File: src/rtl/bit_serializer.sv
`default_nettype none
// ============================================================================
// Module   : bit_serializer
// Purpose  : Parallel-to-serial stage. Accepts WIDTH-bit words over a
//            valid/ready handshake and shifts them out one bit per bit_en
//            strobe on dout. Back-to-back words are joined with no idle gap
//            so a downstream bit-pattern detector sees a continuous stream.
// Ports    : clk        - rising-edge clock
//            reset_n    - asynchronous active-low reset
//            in_valid   - upstream word available
//            in_data    - word to serialize, sampled only on accept
//            in_ready   - word can be accepted this cycle (combinational)
//            bit_en     - bit-rate strobe, one bit advance per high cycle
//            dout       - serial bit (registered)
//            dout_valid - dout carries a data bit (registered)
//            last       - dout carries the final bit of a word (registered)
//            busy       - a word is being shifted
// Revision : 1.0 - initial release
// ============================================================================
module bit_serializer #(
    parameter int WIDTH     = 8,
    parameter bit MSB_FIRST = 1'b1,
    parameter bit IDLE_BIT  = 1'b0
) (
    input  logic             clk,
    input  logic             reset_n,
    input  logic             in_valid,
    input  logic [WIDTH-1:0] in_data,
    output logic             in_ready,
    input  logic             bit_en,
    output logic             dout,
    output logic             dout_valid,
    output logic             last,
    output logic             busy
);

    localparam int              C_CW   = (WIDTH > 1) ? $clog2(WIDTH) : 1;
    localparam logic [C_CW-1:0] C_LAST = C_CW'(WIDTH - 1);

    typedef enum logic [0:0] {
        S_IDLE  = 1'b0,
        S_SHIFT = 1'b1
    } state_t;

    state_t           r_state;
    logic [WIDTH-1:0] r_shreg;
    logic [C_CW-1:0]  r_cnt;
    logic             r_dout;
    logic             r_dout_valid;
    logic             r_last;

    logic             w_final;
    logic             w_accept;
    logic             w_first_bit;
    logic [WIDTH-1:0] w_load_rest;
    logic             w_next_bit;
    logic [WIDTH-1:0] w_shift_rest;

    // The final bit of the current word ends on this edge.
    assign w_final  = (r_state == S_SHIFT) & bit_en & (r_cnt == C_LAST);
    assign in_ready = reset_n & ((r_state == S_IDLE) | w_final);
    assign w_accept = in_valid & in_ready;

    // The shift register holds only the bits not yet presented on dout,
    // aligned so the next bit is always at the outgoing end.
    assign w_first_bit  = MSB_FIRST ? in_data[WIDTH-1] : in_data[0];
    assign w_load_rest  = MSB_FIRST ? {in_data[WIDTH-2:0], 1'b0}
                                    : {1'b0, in_data[WIDTH-1:1]};
    assign w_next_bit   = MSB_FIRST ? r_shreg[WIDTH-1] : r_shreg[0];
    assign w_shift_rest = MSB_FIRST ? {r_shreg[WIDTH-2:0], 1'b0}
                                    : {1'b0, r_shreg[WIDTH-1:1]};

    always_ff @(posedge clk or negedge reset_n) begin
        if (!reset_n) begin
            r_state      <= S_IDLE;
            r_shreg      <= '0;
            r_cnt        <= '0;
            r_dout       <= IDLE_BIT;
            r_dout_valid <= 1'b0;
            r_last       <= 1'b0;
        end else if (w_accept) begin
            // Covers both the idle load and the zero-gap reload on the
            // final bit; bit_en does not gate an idle load.
            r_state      <= S_SHIFT;
            r_shreg      <= w_load_rest;
            r_cnt        <= '0;
            r_dout       <= w_first_bit;
            r_dout_valid <= 1'b1;
            r_last       <= 1'b0;
        end else if ((r_state == S_SHIFT) && bit_en) begin
            if (r_cnt != C_LAST) begin
                r_cnt   <= r_cnt + 1'b1;
                r_shreg <= w_shift_rest;
                r_dout  <= w_next_bit;
                r_last  <= ((r_cnt + 1'b1) == C_LAST);
            end else begin
                r_state      <= S_IDLE;
                r_dout       <= IDLE_BIT;
                r_dout_valid <= 1'b0;
                r_last       <= 1'b0;
            end
        end else if (r_state == S_IDLE) begin
            r_dout       <= IDLE_BIT;
            r_dout_valid <= 1'b0;
            r_last       <= 1'b0;
        end
        // SHIFT with bit_en low: everything holds, stretching the bit.
    end

    assign dout       = r_dout;
    assign dout_valid = r_dout_valid;
    assign last       = r_last;
    assign busy       = (r_state == S_SHIFT);

endmodule
`default_nettype wire

File: config.mk
export PLATFORM = sky130hd
export DESIGN_NAME = bit_serializer
export DESIGN_NICKNAME = d
export VERILOG_FILES = /design/src/rtl/bit_serializer.sv
export SDC_FILE = /design/constraint.sdc
export NUM_CORES = 1
export LEC_CHECK = 0
export ABC_AREA = 1
export CORE_UTILIZATION = 50
export DETAILED_ROUTE_END_ITERATION = 10
export GPL_ROUTABILITY_DRIVEN = 0
export PLACE_DENSITY = 0.84
export SYNTH_ARGS = -nofsm -noshare
export SYNTH_HDL_FRONTEND = slang
export SYNTH_SLANG_ARGS = --single-unit
File: constraint.sdc
create_clock -name clk -period 2.66 [get_ports clk]
set_clock_uncertainty 0.05 [all_clocks]
set_input_delay 0.532 -clock clk [delete_from_list [all_inputs] [get_ports clk]]
set_output_delay 0.532 -clock clk [all_outputs]
set_load 0.05 [all_outputs]
# Word level (Yosys, flattened, before mapping)
# Index checks and enable logic that the tools add are counted.
[classes]
eq_ne = 6
reduce_logical = 6
n_bitwise = 6
addsub = 1
n_mux = 18
[op_table]
columns = ["op", "count"]
rows = [
  ["$mux 8", 3],
  ["$mux 1", 12],
  ["$mux 3", 3],
  ["$eq 3x3->1 const B", 2],
  ["$ne 3x3->1 const B", 2],
  ["$reduce_and 2->1", 3],
  ["$and 1x1->1", 4],
  ["$reduce_bool 2->1", 2],
  ["$add 3x1->3 const B", 1],
  ["$ne 3x1->1 const B", 1],
  ["$ne 2x2->1 const B", 1],
  ["$logic_and 1x1->1", 1],
  ["$not 1->1", 1],
  ["$or 1x1->1", 1],
]
[totals]
output_inout_bits = 5
input_bits = 12
reg_bits = 15

# Logic depth before layout (Yosys ltp)
# Gate-level depths: netlist (run 1).
[logic_depth]
ltp_word = 7
mapped_depth = 8
mapped_depth_nobuf = 7

# Least setup slack after synthesis (run 1)
# Ideal clock, no wire load.
[synth_timing]
path_kind = "register to output"
startpoint = "register r_cnt[0]"
endpoint = "output in_ready"
arrival_time_ns = 1.481
path_stages_with_launch = 5
setup_slack_ns = 0.597
cell_sequence = "dfrtp_1 > ha_1 > ha_1 > nand2_1 > a21boi_2"
[synth_between]
elab_chain_len = 4
[synth_rtl]
columns = ["item", "line_no", "text"]
rows = [
  ["start, declared", "47", "logic [C_CW-1:0] r_cnt;"],
  ["start signal, assigned", "92", "r_cnt <= r_cnt + 1'b1;"],
  ["$eq 3x3->1", "60", "assign w_final = (r_state == S_SHIFT) & bit_en & (r_cnt == C_LAST);"],
  ["$and 1x1->1", "60", ""],
  ["$or 1x1->1", "61", "assign in_ready = reset_n & ((r_state == S_IDLE) | w_final);"],
  ["$and 1x1->1", "61", ""],
  ["end, declared", "29", "output logic in_ready,"],
]
# No other way between the ends.

# Final worst setup path (run 1)
# Ends and elaborated chain as after synthesis.

==> results.txt, run 1 <==
status: finished clean
Initial Util: 0.574
uppermost layer routed: met4
Startpoint Class: flip-flop
GRT overflow: 0
antenna cells: 0
Power Density: 1020 nW/um^2
I/O pin cnt: 17
Post-DP Area: 862 um^2
most common cell in the netlist: nand3_1
DRT met1 WL: 594 um
period utilisation layout: 0.829
FF+latch area: 350 um^2
Critical Path RT: 2.08 ns
setup TNS: 0 ns
Post-Syn Area per Cell: 9.20 um^2
static leakage: 0.438 nW
Tot Pwr: 0.000918 W
crit path DAT: 1.62 ns
critical setup path kind: flip-flop to output pin
die area: 1510 um^2
area grow syn2layout: 32.0%
asr flop ratio synth: 1.00
syn_nets: 89
violation count after the first detailed-routing iteration: 17
FP Rows: 12
Slew @ Worst Pin: 0.488 ns
Fillers: 86
largest net degree at the start of global routing: 16
mux cell area share after synthesis: 0
Yosys cell types: 14
DR WL/cell: 13.1 um
#FFs+latches synth: 14
Hold Path Class: flip-flop to flip-flop
top cells by instance count after synthesis: nand3_1, nand2_1, dfrtp_1
DRC Markers: 0
Post-Synth Adder-Cell Area: 0.0551
clk_lat worst skew: 0.29 ns
Clock Pin Slew Worst Setup and Hold Paths: 0.08 ns
DR WL met2: 712 um
port bufs: 16
TritonCTS clock tree: built
total CTS buffers: 3
main combinational cell family by area after synthesis: simple AND/OR/NAND/NOR gates
post-layout minimum cycle time: 2.21 ns
synth top area cells: dfrtp_1, nand3_1, nand2_1
number of enable flip-flop cells after synthesis: 0
CP Capture Type: output pin
Synth Area in Compound Gates: 0.0423
flop2flop setup slack: 0.78 ns
Antenna Nets Post-Route: 0
Crit Path Max Fanout: 4
endpoints failing hold: 0
drt first pass iters: 4
Root Buffer: clkbuf_4
simple-gate share of the synthesized area: 0.340
Final Max Tran Viols: 0
vias in the first global route: 540
RSZ-0062 raised after global routing: false
Post-DP HPWL: 979 um
vias per cell: 5.43
area of the multi-input gates: 298 um^2
layout cells sized above 1: 0.151
Clock Tree Buf Depth: 2
die width: 38.9 um
final wirelength: 1400 um
post-synth top area cell: dfrtp_1
sequential fraction of the synthesis area: 0.515
Synth Cell Area: 681 um^2
Post-Synth XOR/XNOR Area: 0
Max-slew headroom: 0.674
core area: 1190 um^2
Layout Nets: 109
post-CTS setup buffer count: 0
Final Instance Area: 898 um^2
via count: 581
first-pass GRT wire length: 2260 um
worst ir drop on vdd: 688 uV
Routed met3 length: 59 um
all-layer global routing usage: 0.236
Post-CTS Hold Buffers: 0
warnings from Yosys: 0
Max Clock Freq: 0.453 GHz
post_cts resized: 0
Synth Instances: 74
initial antenna violation count: 0
H-tree Lvls: 1
CTS sink cnt: 14
maxcap violations: 0
setup violators final: 0
Synth top area share: 0.515
Die Ht: 38.9 um
Main synth FF type: dfrtp_1
report_power, final:
part | total (W) | internal, W | leakage (nW) | switching [W]
Sequential | 0.000369 | 0.000303 | 0.181 | 0.0000669
Clock | 0.000156 | 0.0000834 | 0.0210 | 0.0000721
Combinational | 0.000393 | 0.000155 | 0.237 | 0.000238
cells in the final DEF (no fill, tap or decap):
cell / n
a21boi_2: 1
nor2_4: 1
ha_1: 3
clkbuf_8: 1
nor2_1: 1
o21ai_2: 2
nand3_1: 28
clkdlybuf4s50_1: 15
clkbuf_4: 3
nand3_2: 1
buf_4: 2
nand2_2: 1
inv_2: 1
buf_12: 1
dfrtp_1: 14
inv_1: 2
nand2_1: 16
critical path: stages, from the launching register on:
cell and delay (ns):
dfrtp_1 0.41, ha_1 0.19, ha_1 0.22, nand2_1 0.12
a21boi_2 0.22, buf_12 0.17
kinds of logic (layout without fill, tap and decap cells):
| kind of cell | Yosys count | count (layout) |
|---|---|---|
| flops | 14 | 14 |
| fa+ha+maj | 3 | 3 |
| simple gates | 48 | 48 |
| buf+inv | 6 | 25 |
| compound gates | 3 | 3 |
flip-flops by register name (all words and copies together), names as in the netlist:
register / flops
r_shreg: 7
r_cnt: 3
busy: 1
dout: 1
dout_valid: 1
last: 1
worst paths after layout:
path	end	start	depth (start not counted)
worst max-delay path	in_ready	r_cnt[0]	5
worst min-delay path	last	last	2
worst max register to register	r_cnt[1]	r_cnt[0]	7
worst min register to register	last	last	2
max in group asynchronous	r_cnt[1]	reset_n	2
min in group asynchronous	r_shreg[6]	reset_n	2
layout make-up:
cell class,instances,area share
Clock buffer,4,0.0404
Inverter,3,0.0125
Multi-Input combinational cell,54,0.331
Sequential cell,14,0.390
Tap cell,14,0.0195
Timing Repair Buffer,18,0.206
per-layer routing:
| metal | up-vias | track usage |
|---|---|---|
| met2 | 15 | 0.388 |
| li1 | 287 | - |
| met3 | 5 | 0.0520 |
| met1 | 274 | 0.282 |
| met4 | 0 | 0.129 |
| met5 | - | 0 |
through the flow:
step | utilization | std cells | worst slack [ns] | hold slack [ns]
after global placement | 0.727 | 103 | 0.545 | 0.414
after floorplan | - | 74 | 0.597 | 0.186
after global routing | 0.757 | 107 | 0.330 | 0.462
final | 0.757 | 107 | 0.454 | 0.448
after detailed placement | 0.727 | 103 | 0.515 | 0.427
after CTS | 0.757 | 107 | 0.454 | 0.449
No activity file was read; power rests on OpenSTA's default activity.
==> run 2: changes to the inputs <==
--- a/config.mk
+++ b/config.mk
@@ -6,10 +6,10 @@
 export NUM_CORES = 1
 export LEC_CHECK = 0
 export ABC_AREA = 1
-export CORE_UTILIZATION = 50
+export CORE_UTILIZATION = 46
 export DETAILED_ROUTE_END_ITERATION = 10
 export GPL_ROUTABILITY_DRIVEN = 0
-export PLACE_DENSITY = 0.84
+export PLACE_DENSITY = 0.78
 export SYNTH_ARGS = -nofsm -noshare
 export SYNTH_HDL_FRONTEND = slang
 export SYNTH_SLANG_ARGS = --single-unit
==> constraint.sdc (replaced) <==
create_clock -name clk -period 2.2 [get_ports clk]
set_clock_uncertainty 0.05 [all_clocks]
set_input_delay 0.44 -clock clk [delete_from_list [all_inputs] [get_ports clk]]
set_output_delay 0.44 -clock clk [all_outputs]
set_load 0.05 [all_outputs]
==> run 2 against run 1 <==
Critical path depth is 4 lower; via count is 0.69% lower; die area rose by 8.2%; critical endpoint is now busy; design area increased by 0.56%; sequential power up 21%; critical path type unchanged; routed wire length up 1.7%.
==> results.txt, run 2 (synthesis gave the netlist of run 1 again) <==
CP peak stage delay: 0.85 ns (+0.44 ns)
violation count after the first detailed-routing iteration: 9 (-8)
maxcap violations: 0 (unchanged)
initial antenna violation count: 0 (unchanged)
final wirelength: 1430 um (+1.7%)
critical-path cell with the highest stage delay: clkdlybuf4s50_1
clk_lat worst skew: 0.27 ns (-0.02 ns)
Hold Path Class: flip-flop to flip-flop
Die Ht: 40.5 um (+4.0%)
Startpoint Class: flip-flop
Power Density: 1190 nW/um^2 (+16%)
critical setup path kind: flip-flop to output pin
DR WL/cell: 13.1 um (-0.16%)
first-pass GRT wire length: 2310 um (+2.1%)
crit path buf inv count: 1 (unchanged)
RR Endpoint: r_cnt[1]
TritonCTS clock tree: built
layout cells sized above 1: 0.170 (+0.0197)
Largest Register: r_shreg
Net Sw Frac: 0.417 (+0.00684)
CP delay by family, top: buffers and inverters
die area: 1640 um^2 (+8.2%)
DRC Markers: 0 (unchanged)
core area: 1330 um^2 (+12%)
Worst R2R Start: r_cnt[0]
all-layer global routing usage: 0.220 (-0.0159)
clock share of power: 0.131 (-0.038)
CTS sink cnt: 14 (unchanged)
Max-slew headroom: 0.669 (-0.00430)
P_int: 0.000624 W (+15%)
largest registers: r_shreg: 7 flops, r_cnt: 3 flops
I/O pin cnt: 17 (unchanged)
antenna cells: 0 (unchanged)
H-tree Lvls: 1 (unchanged)
vias per cell: 5.29 (-2.5%)
Reg power frac: 0.417 (+0.015)
setup violators final: 0 (unchanged)
post-layout minimum cycle time: 2.10 ns
Layout Nets: 111 (+1.8%)
flop2flop setup slack: 0.38 ns (-0.40 ns)
Combinational Power Share: 0.452 (+0.024)
Post-DP HPWL: 1050 um (+7.4%)
commonest non-fill, non-tap cell in the layout: nand3_1
Slew @ Worst Pin: 0.494 ns (+0.00642 ns)
Clock Tree Buf Depth: 2 (unchanged)
crit-path cells: clkdlybuf4s50_1
Antenna Nets Post-Route: 0 (unchanged)
vias in the first global route: 526 (-2.6%)
worst ir drop on vdd: 610 uV (-11%)
static leakage: 0.439 nW (about the same)
Post-CTS Hold Buffers: 0 (unchanged)
busiest grt layer: met2
endpoints failing hold: 0 (unchanged)
Max Clock Freq: 0.475 GHz
via count: 577 (-0.69%)
Switching Power: 0.000447 W (+19%)
Worst R2R Path Depth: 7 (unchanged)
port bufs: 16 (unchanged)
crit path DAT: 1.61 ns (about the same)
HP Start: r_shreg[3]
area grow syn2layout: 32.7%
Critical Path RT: 1.71 ns (-0.37 ns)
GRT overflow: 0 (unchanged)
pre-CTS WS: 0.194 ns (-0.322 ns)
most frequent cells in the layout: nand3_1, nand2_1, clkdlybuf4s50_1
total CTS buffers: 3 (unchanged)
max reg flops: 7 (unchanged)
largest net degree at the start of global routing: 16 (unchanged)
RSZ-0062 raised after global routing: false
drt first pass iters: 4 (unchanged)
Worst Hold End: r_shreg[4]
Worst Hold Path Cells: 2 (unchanged)
die width: 40.5 um (+4.0%)
Crit Path Max Fanout: 6 (+2)
GR Util met2: 0.345 (-0.0423)
GR Util met1: 0.284 (+0.00178)
Final Max Tran Viols: 0 (unchanged)
status: finished clean
setup TNS: 0 ns (unchanged)
Fillers: 112 (+30%)
met3 usage: 0.0500 (-0.00202)
final worst setup slack: 0.0965 ns (-0.358 ns)
CP Capture Type: output pin
Clock Pin Slew Worst Setup and Hold Paths: 0.08 ns (about the same)
period utilisation layout: 0.956
Root Buffer: clkbuf_4
Initial Util: 0.510 (-0.0635)
FP Rows: 13 (+1)
run 2: power groups by stage:
stage	combinational, W	clock [W]	sequential (W)
after global routing	0.000545	0.000153	0.000463
after detailed placement	0.000486	0	0.000451
after CTS	0.000487	0.000142	0.000446
after floorplan	0.000238	0	0.000530
after global placement	0.000471	0	0.000446
final	0.000484	0.000140	0.000447
run 2: area by class of cell:
type / instances / area (um^2) / area share
Clock buffer: 3 / 22.5 / 0.0249
Inverter: 3 / 11.3 / 0.0125
Multi-Input combinational cell: 54 / 300 / 0.332
Sequential cell: 14 / 350 / 0.388
Tap cell: 15 / 18.8 / 0.0208
Timing Repair Buffer: 20 / 200 / 0.222
run 2: how the worst max path moves through the flow:
stage,from,endpoint,cells after the start
2_1_floorplan,r_cnt[0],in_ready,4
3_3_place_gp,bit_en,in_ready,4
3_5_place_dp,reset_n,r_cnt[1],5
4_1_cts,r_cnt[0],in_ready,5
5_1_grt,r_cnt[0],in_ready,5
6_report,busy,busy,1
run 2: timing repair:
| action | CTS | global route |
|---|---|---|
| gates resized for setup | 0 | 1 |
| buffers inserted | 0 | 0 |
| setup endpoints to repair | 0 | 1 |
run 2: layer usage:
metal,vias to the layer above,wire [um],share of wire
met5,-,0,0
met4,0,17,0.012
met3,2,61,0.043
met2,18,695,0.49
met1,264,653,0.46
li1,293,-,-
run 2: through the flow:
step                      area, um^2  power [W]  std cells   util  hold WS (ns)
after CTS                        901    0.00107        109  0.675         0.451
final                            903    0.00107        109  0.677         0.443
after detailed placement         878   0.000937        106  0.659         0.432
after floorplan                  681   0.000769         74      -        0.0944
after global routing             903    0.00116        109  0.677         0.465
after global placement           878   0.000917        106  0.659         0.415
==> run 3: changes to the inputs <==
--- a/config.mk
+++ b/config.mk
@@ -6,10 +6,11 @@
 export NUM_CORES = 1
 export LEC_CHECK = 0
 export ABC_AREA = 1
-export CORE_UTILIZATION = 46
+export CORE_UTILIZATION = 49
+export CTS_BUF_LIST = sky130_fd_sc_hd__clkbuf_8
 export DETAILED_ROUTE_END_ITERATION = 10
 export GPL_ROUTABILITY_DRIVEN = 0
-export PLACE_DENSITY = 0.78
+export PLACE_DENSITY = 0.83
 export SYNTH_ARGS = -nofsm -noshare
 export SYNTH_HDL_FRONTEND = slang
 export SYNTH_SLANG_ARGS = --single-unit
==> run 3 against run 2 <==
Via count up 4.5%; worst hold slack worse by 0.0012 ns; register-to-register slack about the same; sequential power about the same; first-iteration DRC count up 11%.
==> results.txt, run 3 (synthesis gave the netlist of run 1 again) <==
TritonCTS clock tree: built
drt first pass iters: 4 (unchanged)
die width: 39.3 um (-3.0%)
crit path DAT: 1.57 ns (-0.04 ns)
layout cells sized above 1: 0.151 (-0.0197)
Clock Tree Buf Depth: 2 (unchanged)
Post-DP Area: 871 um^2 (-0.85%)
CTS sink cnt: 14 (unchanged)
Layout Nets: 110 (-0.90%)
Max Clock Freq: 0.485 GHz (+2.0%)
worst ir drop on vdd: 575 uV (-5.6%)
largest net degree at the start of global routing: 16 (unchanged)
vias per cell: 5.58 (+5.5%)
Startpoint Class: flip-flop
static leakage: 0.444 nW (+1.2%)
total CTS buffers: 3 (unchanged)
Largest Register: r_shreg
DR WL/cell: 12.5 um (-4.3%)
Post-DP HPWL: 999 um (-5.0%)
Die Ht: 39.3 um (-3.0%)
post-layout minimum cycle time: 2.06 ns (-0.0420 ns)
setup TNS: 0 ns (unchanged)
Final Max Tran Viols: 0 (unchanged)
core area: 1300 um^2 (-2.4%)
GRT overflow: 0 (unchanged)
most frequent cells in the layout: nand3_1, nand2_1, clkdlybuf4s50_1
via count: 603 (+4.5%)
RSZ-0062 raised after global routing: false
post_cts resized: 0 (unchanged)
antenna cells: 0 (unchanged)
DRC Markers: 0 (unchanged)
maxcap violations: 0 (unchanged)
Max-slew headroom: 0.673 (+0.00315)
Root Buffer: clkbuf_8
I/O pin cnt: 17 (unchanged)
commonest non-fill, non-tap cell in the layout: nand3_1
critical setup path kind: flip-flop to output pin
Final Instance Area: 912 um^2 (+0.97%)
clk_lat worst skew: 0.24 ns (-0.03 ns)
Clock Pin Slew Worst Setup and Hold Paths: 0.05 ns (-0.03 ns)
die area: 1540 um^2 (-5.8%)
Hold Path Class: flip-flop to flip-flop
Slew @ Worst Pin: 0.490 ns (-0.00471 ns)
Tot Pwr: 0.00112 W (+4.5%)
max reg flops: 7 (unchanged)
first-pass GRT wire length: 2190 um (-5.1%)
post-CTS setup buffer count: 0 (unchanged)
Critical Path RT: 1.71 ns (about the same)
final wirelength: 1350 um (-5.2%)
largest registers: r_shreg: 7 flops, r_cnt: 3 flops
H-tree Lvls: 1 (unchanged)
Antenna Nets Post-Route: 0 (unchanged)
initial antenna violation count: 0 (unchanged)
Crit Path Max Fanout: 4 (-2)
Post-CTS Hold Buffers: 0 (unchanged)
area grow syn2layout: 34.0%
endpoints failing hold: 0 (unchanged)
FP Rows: 13 (unchanged)
violation count after the first detailed-routing iteration: 10 (+1)
port bufs: 16 (unchanged)
Power Density: 1230 nW/um^2 (+3.5%)
all-layer global routing usage: 0.228 (+0.00823)
period utilisation layout: 0.937 (-0.0191)
setup violators final: 0 (unchanged)
status: finished clean
vias in the first global route: 554 (+5.3%)
Initial Util: 0.523 (+0.0128)
CP Capture Type: output pin
==> run 3: changes by cell type in the layout (fill, tap and decap cells not counted), sizes merged <==
| cell | delta |
|---|---|
| buf | -1 |
==> run 3: per-stage QoR <==
step	std cells	worst slack, ns	utilization	hold slack [ns]
finish	108	0.138	0.701	0.442
global route	108	0.0716	0.701	0.471
CTS	108	0.132	0.701	0.442
detailed placement	105	0.197	0.669	0.429
global placement	105	0.205	0.669	0.415
floorplan	74	0.229	-	0.0944
==> run 3: routing by layer <==
layer  track usage  part of all wire
met1         0.249              0.41
met2         0.367              0.50
met3        0.0739             0.064
met4         0.164             0.031
met5             0                 0
==> run 3: path summary, 6_finish.rpt <==
check	start	end	slack (ns)	depth (start not counted)
worst min-delay path	last	last	0.44	2
worst min register to register	last	last	0.44	2
worst max-delay path	r_cnt[0]	in_ready	0.14	5
min in group asynchronous	reset_n	r_cnt[2]	0.48	2
worst max register to register	r_cnt[0]	r_shreg[4]	0.37	7
max in group asynchronous	reset_n	dout_valid	1.45	2
==> run 3: area by class of cell <==
type	count	area, um^2
fill	102	389
sequential	14	350
multi-input combinational	54	298
timing repair buffer	19	193
clock buffer	3	41.3
tap	15	18.8
inverter	3	11.3
==> run 3: critical path, stage by stage, from the launching register on <==
cell,delay (ns)
dfrtp_1,0.40
ha_1,0.17
ha_1,0.20
nand2_1,0.12
a21boi_2,0.25
buf_12,0.17
==> run 3: power by group <==
| group | switching, W | internal (W) | total (W) |
|---|---|---|---|
| sequential | 0.0000766 | 0.000367 | 0.000444 |
| clock | 0.0000834 | 0.000121 | 0.000204 |
| combinational | 0.000285 | 0.000187 | 0.000472 |
